[config.mk]
export PLATFORM = sky130hd
export DESIGN_NAME = fetch_unit
export DESIGN_NICKNAME = d
export VERILOG_FILES = /design/src/rtl/fetch_unit.sv
export SDC_FILE = /design/constraint.sdc
export NUM_CORES = 1
export LEC_CHECK = 0
export ABC_AREA = 1
export ABC_CLOCK_PERIOD_IN_PS = 4500
export CAP_MARGIN = 10
export CORE_MARGIN = 2
export CORE_UTILIZATION = 40
export DETAILED_ROUTE_END_ITERATION = 6
export GPL_ROUTABILITY_DRIVEN = 0
export PLACE_DENSITY = 0.9
export SETUP_SLACK_MARGIN = 0.05
export SKIP_CTS_REPAIR_TIMING = 1
export SYNTH_ARGS = -nofsm -noshare
export SYNTH_HDL_FRONTEND = slang
export SYNTH_SLANG_ARGS = --single-unit
[constraint.sdc]
create_clock -name clk -period 4.5 [get_ports clk]
set_input_delay 0.9 -clock clk [delete_from_list [all_inputs] [get_ports clk]]
set_output_delay 0.9 -clock clk [all_outputs]
set_load 0.03 [all_outputs]
[src/rtl/fetch_unit.sv]
// ============================================================================
// Module      : fetch_unit
// Description : Instruction fetch stage. Owns the PC, fetches over a
//               req/ready + rvalid handshake and holds Instr until retire.
//               Optional macro FETCH_MISALIGN_TRAP_EN adds a sticky
//               misaligned-target trap and a halt state.
// Revision    : 1.0 - initial release
// ============================================================================
`default_nettype none

module fetch_unit #(
    parameter logic [31:0] RESET_PC  = 32'h0000_0000,
    parameter logic [31:0] NOP_INSTR = 32'h0000_0013
) (
    input  logic        clk,
    input  logic        reset,
    output logic        imem_req,
    output logic [31:0] imem_addr,
    input  logic        imem_ready,
    input  logic        imem_rvalid,
    input  logic [31:0] imem_rdata,
    output logic [31:0] Instr,
    output logic [6:0]  op,
    output logic [2:0]  funct3,
    output logic        funct7b5,
    output logic        instr_valid,
    output logic [31:0] PC,
    output logic [31:0] PCPlus4,
    input  logic        retire,
    input  logic        PCSrc,
    input  logic [31:0] PCTarget
`ifdef FETCH_MISALIGN_TRAP_EN
    ,
    output logic        fetch_misalign
`endif
);

    typedef enum logic [1:0] {
        S_REQ   = 2'd0,
        S_WAIT  = 2'd1,
        S_VALID = 2'd2,
        S_HALT  = 2'd3
    } state_t;

    state_t      r_state;
    state_t      w_next_state;
    logic [31:0] r_pc;
    logic [31:0] r_instr;
    logic [31:0] w_pc_next;
    logic        w_capture;
    logic        w_load_pc;

`ifdef FETCH_MISALIGN_TRAP_EN
    logic        w_trap;
    logic        r_misalign;
`else
    // Target low bits are architecturally dropped when no trap is built.
    logic        w_unused_tgt_lsb;
    assign w_unused_tgt_lsb = ^PCTarget[1:0];
`endif

    assign PC        = r_pc;
    assign PCPlus4   = r_pc + 32'd4;
    assign Instr     = r_instr;
    assign op        = r_instr[6:0];
    assign funct3    = r_instr[14:12];
    assign funct7b5  = r_instr[30];
    assign imem_addr = r_pc;
    // Gated by reset so no request escapes while the memory is being reset.
    assign imem_req    = reset & (r_state == S_REQ);
    assign instr_valid = (r_state == S_VALID);

    always_comb begin
        w_next_state = r_state;
        w_capture    = 1'b0;
        w_load_pc    = 1'b0;
        w_pc_next    = PCSrc ? {PCTarget[31:2], 2'b00} : PCPlus4;
`ifdef FETCH_MISALIGN_TRAP_EN
        w_trap       = 1'b0;
`endif
        case (r_state)
            S_REQ: begin
                if (imem_ready) begin
                    w_next_state = S_WAIT;
                end
            end
            S_WAIT: begin
                if (imem_rvalid) begin
                    w_capture    = 1'b1;
                    w_next_state = S_VALID;
                end
            end
            S_VALID: begin
                if (retire) begin
`ifdef FETCH_MISALIGN_TRAP_EN
                    if (PCSrc && (PCTarget[1:0] != 2'b00)) begin
                        w_trap       = 1'b1;
                        w_next_state = S_HALT;
                    end else begin
                        w_load_pc    = 1'b1;
                        w_next_state = S_REQ;
                    end
`else
                    w_load_pc    = 1'b1;
                    w_next_state = S_REQ;
`endif
                end
            end
`ifdef FETCH_MISALIGN_TRAP_EN
            S_HALT: begin
                w_next_state = S_HALT;
            end
`endif
            default: begin
                w_next_state = S_REQ;
            end
        endcase
    end

    always_ff @(posedge clk or negedge reset) begin
        if (!reset) begin
            r_state <= S_REQ;
            r_pc    <= RESET_PC;
            r_instr <= NOP_INSTR;
        end else begin
            r_state <= w_next_state;
            if (w_capture) begin
                r_instr <= imem_rdata;
            end
            if (w_load_pc) begin
                r_pc <= w_pc_next;
            end
        end
    end

`ifdef FETCH_MISALIGN_TRAP_EN
    always_ff @(posedge clk or negedge reset) begin
        if (!reset) begin
            r_misalign <= 1'b0;
        end else if (w_trap) begin
            r_misalign <= 1'b1;
        end
    end

    assign fetch_misalign = r_misalign;
`endif

endmodule

`default_nettype wire
# Word level (Yosys, flattened, before mapping)
# Index checks and enable logic that the tools add are counted.
# op_classes
n_addsub	1
n_eq_ne	5
n_mux	9
n_bitwise	1
n_reduce_logical	2
# ops
cell	n
$add 32x3->32 const B	1
$mux 32	1
$mux 2	3
$pmux 2 s3	1
$mux 1	4
$ne 2x2->1 const B	2
$reduce_and 3->1	1
$eq 2x1->1 const B	1
$eq 2x2->1 const B	1
$logic_not 2->1	1
$ne 2x1->1 const B	1
$and 1x1->1	1
# word_totals
ff_bits	66
in_bits	70
word_cells	21

# Logic depth before layout (Yosys ltp)
# depth
word_depth	3
mapped_depth	10
ltp_nobuf	10

# Least setup slack after synthesis
# Ideal clock, no wire load.
# synth_path
kind	reg2out
start	register r_pc[3], in the netlist PC[3]
end	output port PCPlus4[10]
t_arrival_ns	1.707
slack_ns	1.893
stages_incl_launch_ff	6
n_path_buf	0
path_cell_list	dfrtp_1 > ha_1 > nand2_1 > nor2_2 > nand2_4 > xor2_1
# synth_via
elab_chain_len	1
# synth_rtl
element	line_no	text
from (decl)	47	logic [31:0] r_pc;
from (signal assigned)	131	r_pc <= w_pc_next;
$add 32x3->32	63	assign PCPlus4 = r_pc + 32'd4;
to (decl)	28	output logic [31:0] PCPlus4,
# Every way passes these cells.

# Final worst setup path
# layout_path
start	register r_pc[3], in the netlist PC[3]
end	output port PCPlus4[28]
# The elaborated chain is that of the path after synthesis.

==> flow_metrics.env <==
export IMPL_clock_sinks=64
export IMPL_dieHeight_um=104.3
export IMPL_io_pins=211
export IMPL_drc_errors=0
export IMPL_hold_violations=0
export IMPL_slew_viol_final=0
export IMPL_grt_pass1_wl_mm=19.87
export IMPL_fill_cells=859
export IMPL_end_kind="output port"
export IMPL_cts_max_level=3
export IMPL_rsz0062_at_grt="false"
export IMPL_vias_per_cell=4.842
export IMPL_routed_via_count=3980
export IMPL_antenna_found_initial=0
export IMPL_cts_buffer_depth=2
export IMPL_reg2reg_slack_ns=2.66
export IMPL_synth_top_area_share_pct=37.91
export IMPL_rr_worst_depth=10
export IMPL_cts_buffers=9
export IMPL_rr_endpoint="PC[28]$_DFFE_PN0N_"
export IMPL_syn_to_final_growth_pct=49.41
export IMPL_syn_cell_area_mm2=0.004026
export IMPL_ys_ff_latch=64
export IMPL_core_area_mm2=0.009774
export IMPL_diodes=0
export IMPL_tns_ns=0
export IMPL_synth_area_leaders="dfrtp_1 38%, nand2_1 14%, mux2_2 8.9%"
export IMPL_ys_seq_area_share_pct=39.87
export IMPL_worstSetupStartpointType="flip-flop"
export IMPL_hold_end="r_state[0]$_DFFE_PN0P_"
export IMPL_clkLatencyLatePin_ns=0.34
export IMPL_postRouteAntennaNets=0
export IMPL_powerDensity_mw_per_mm2=806.6
export IMPL_dieArea_mm2=0.01088
export IMPL_synth_top_area_cell="dfrtp_1"
export IMPL_crit_type="flip-flop to output port"
export IMPL_ys_types=31
export IMPL_cts_tree="built"
export IMPL_critPathArrivalTime_ns=2.60
export IMPL_skew_ns=0.01839
export IMPL_dr_pass1_iters=5
export IMPL_leakagePower_nw=2.680
export IMPL_postSynth_asyncResetShare_pct=100.0
export IMPL_post_drt_wl_per_cell_um=15.19
export IMPL_finalCritPeriodShare_pct=77.78
export IMPL_dp_hpwl_mm=9.550
export IMPL_initial_core_util_pct=41.19
export IMPL_grt_pass1_vias=3954
export IMPL_clk_pin_slew_ns=0.09
export IMPL_root_buffer="clkbuf_8"
export IMPL_synth_cells=524
export IMPL_min_from="r_state[1]$_DFFE_PN0P_"
export IMPL_synth_area_per_cell_um2=7.684
export IMPL_post_route_min_period_ns=3.500
export IMPL_min_path_type="flip-flop to flip-flop"
export IMPL_grtUsageTotal_pct=22.81
export IMPL_die_w_um=104.3
export IMPL_fin_nets=755
export IMPL_max_freq_mhz=285.7
export IMPL_setup_viol=0
export IMPL_dp_slack_ns=1.392
export IMPL_ys_warn_count=0
export IMPL_grt_ovfl_total=0
export IMPL_rows=36
export IMPL_io_buffers=202
export IMPL_worstPathRequired_ns=3.60
export IMPL_routed_wl_mm=12.49
export IMPL_reg2reg_from="PC[3]$_DFFE_PN0N_"
export IMPL_synth_ff_type="dfrtp_1"
export IMPL_slew_limit_headroom_pct=43.88
export IMPL_synth_edf_count=0
export IMPL_final_layout_size_suffix_gt1_share_pct=10.45
export IMPL_final_setup_worst_slack_ns=0.9997
export IMPL_worst_pin_slew_ns=0.8418
export IMPL_worstHoldPathCells=1
export IMPL_maxCapViolCount=0
export IMPL_irDropWorstVdd_mv=0.4912
export IMPL_outcome="complete, no violations"
export IMPL_utilization_pct=61.55
export IMPL_grt_max_degree=65
export IMPL_crit_path_max_fanout=5
export IMPL_drt_iter0_markers=151
[power by group]
| part | internal (mW) | switching, mW |
|---|---|---|
| clock network | 0.205 | 0.257 |
| logic | 1.32 | 1.88 |
| registers | 0.862 | 0.328 |
| total | 2.39 | 2.47 |
[area by class of cell]
type	count	area, µm²	share of cell area (%)
well taps	133	166.4	2.766
multi-input cells	360	1857	30.87
clock buffers	9	123.9	2.059
flip-flops and latches	64	1605	26.68
repair buffers	206	2047	34.03
clock inverters	7	55.05	0.9151
inverters	43	161.4	2.683
[kinds of logic after synthesis]
kind of cell    synth area share (%)
simple gates                   29.12
buf+inv                        14.48
flops                          39.87
compound gates                 5.656
mux                            8.950
xor+xnor                       1.523
fa+ha+maj                     0.3107
other cells                  0.09314
[flip-flops by register name, summed over array words and instances, names as in the netlist]
| name | count |
|---|---|
| r_state | 2 |
| PC | 30 |
| Instr | 32 |
[critical path, cell delays in order, from the launching register on]
cell and delay (ns):
dfrtp_1 0.45, ha_1 0.25, nand2_1 0.09, nor2_2 0.21, nand2_1 0.13, nor2_1 0.23
nand3_1 0.13, nand2_1 0.10, clkdlybuf4s50_1 0.67
[synthesized netlist by cell type, drive strengths merged (3+ instances only)]
master	number
nand2	155
nor2	84
dfrtp	61
buf	56
inv	43
mux2	32
nand3	29
o21ai	29
clkbuf	6
xor2	6
o22ai	5
dfstp	3
o31ai	3
[cell usage in the layout, fill, tap and decap left out, types with 3 or more instances in the layout]
master / n
nor2_2: 5
o21ai_0: 22
o21ai_1: 7
clkbuf_8: 9
dfrtp_1: 61
nand2_4: 3
conb_1: 6
nand2_1: 150
nor2_1: 74
mux2_2: 32
nand3_1: 29
dfstp_2: 3
o31ai_1: 3
xor2_1: 6
o22ai_1: 5
buf_4: 4
inv_1: 43
nor2_4: 3
clkdlybuf4s50_1: 201
[routing by layer]
| layer | wire (µm) | track usage [%] | up-vias |
|---|---|---|---|
| met5 | 0 | 0 | - |
| met4 | 205 | 6.853 | 0 |
| met3 | 965 | 6.642 | 16 |
| met2 | 6170 | 40.06 | 187 |
| met1 | 5149 | 26.85 | 1854 |
| li1 | - | - | 1923 |
[metrics by stage]
step	instance area (µm²)	cells	hold slack [ns]	power (mW)
after CTS	6016	822	0.4957	4.890
after floorplan	4045	529	0.4523	3.206
after detailed placement	5837	806	0.4874	4.410
after global routing	6016	822	0.5224	5.101
final	6016	822	0.4967	4.852
after global placement	5837	806	0.4720	4.324
[worst max path at each step]
stage | start | to | depth (start not counted)
6_report | PC[3]$_DFFE_PN0N_ | PCPlus4[28] | 8
5_1_grt | PC[3]$_DFFE_PN0N_ | PCPlus4[28] | 8
4_1_cts | PC[3]$_DFFE_PN0N_ | PCPlus4[28] | 8
3_5_place_dp | PC[3]$_DFFE_PN0N_ | PCPlus4[28] | 8
3_3_place_gp | PC[3]$_DFFE_PN0N_ | PCPlus4[28] | 8
2_1_floorplan | PC[3]$_DFFE_PN0N_ | PCPlus4[10] | 5
Power figures use the tool's default switching activity.
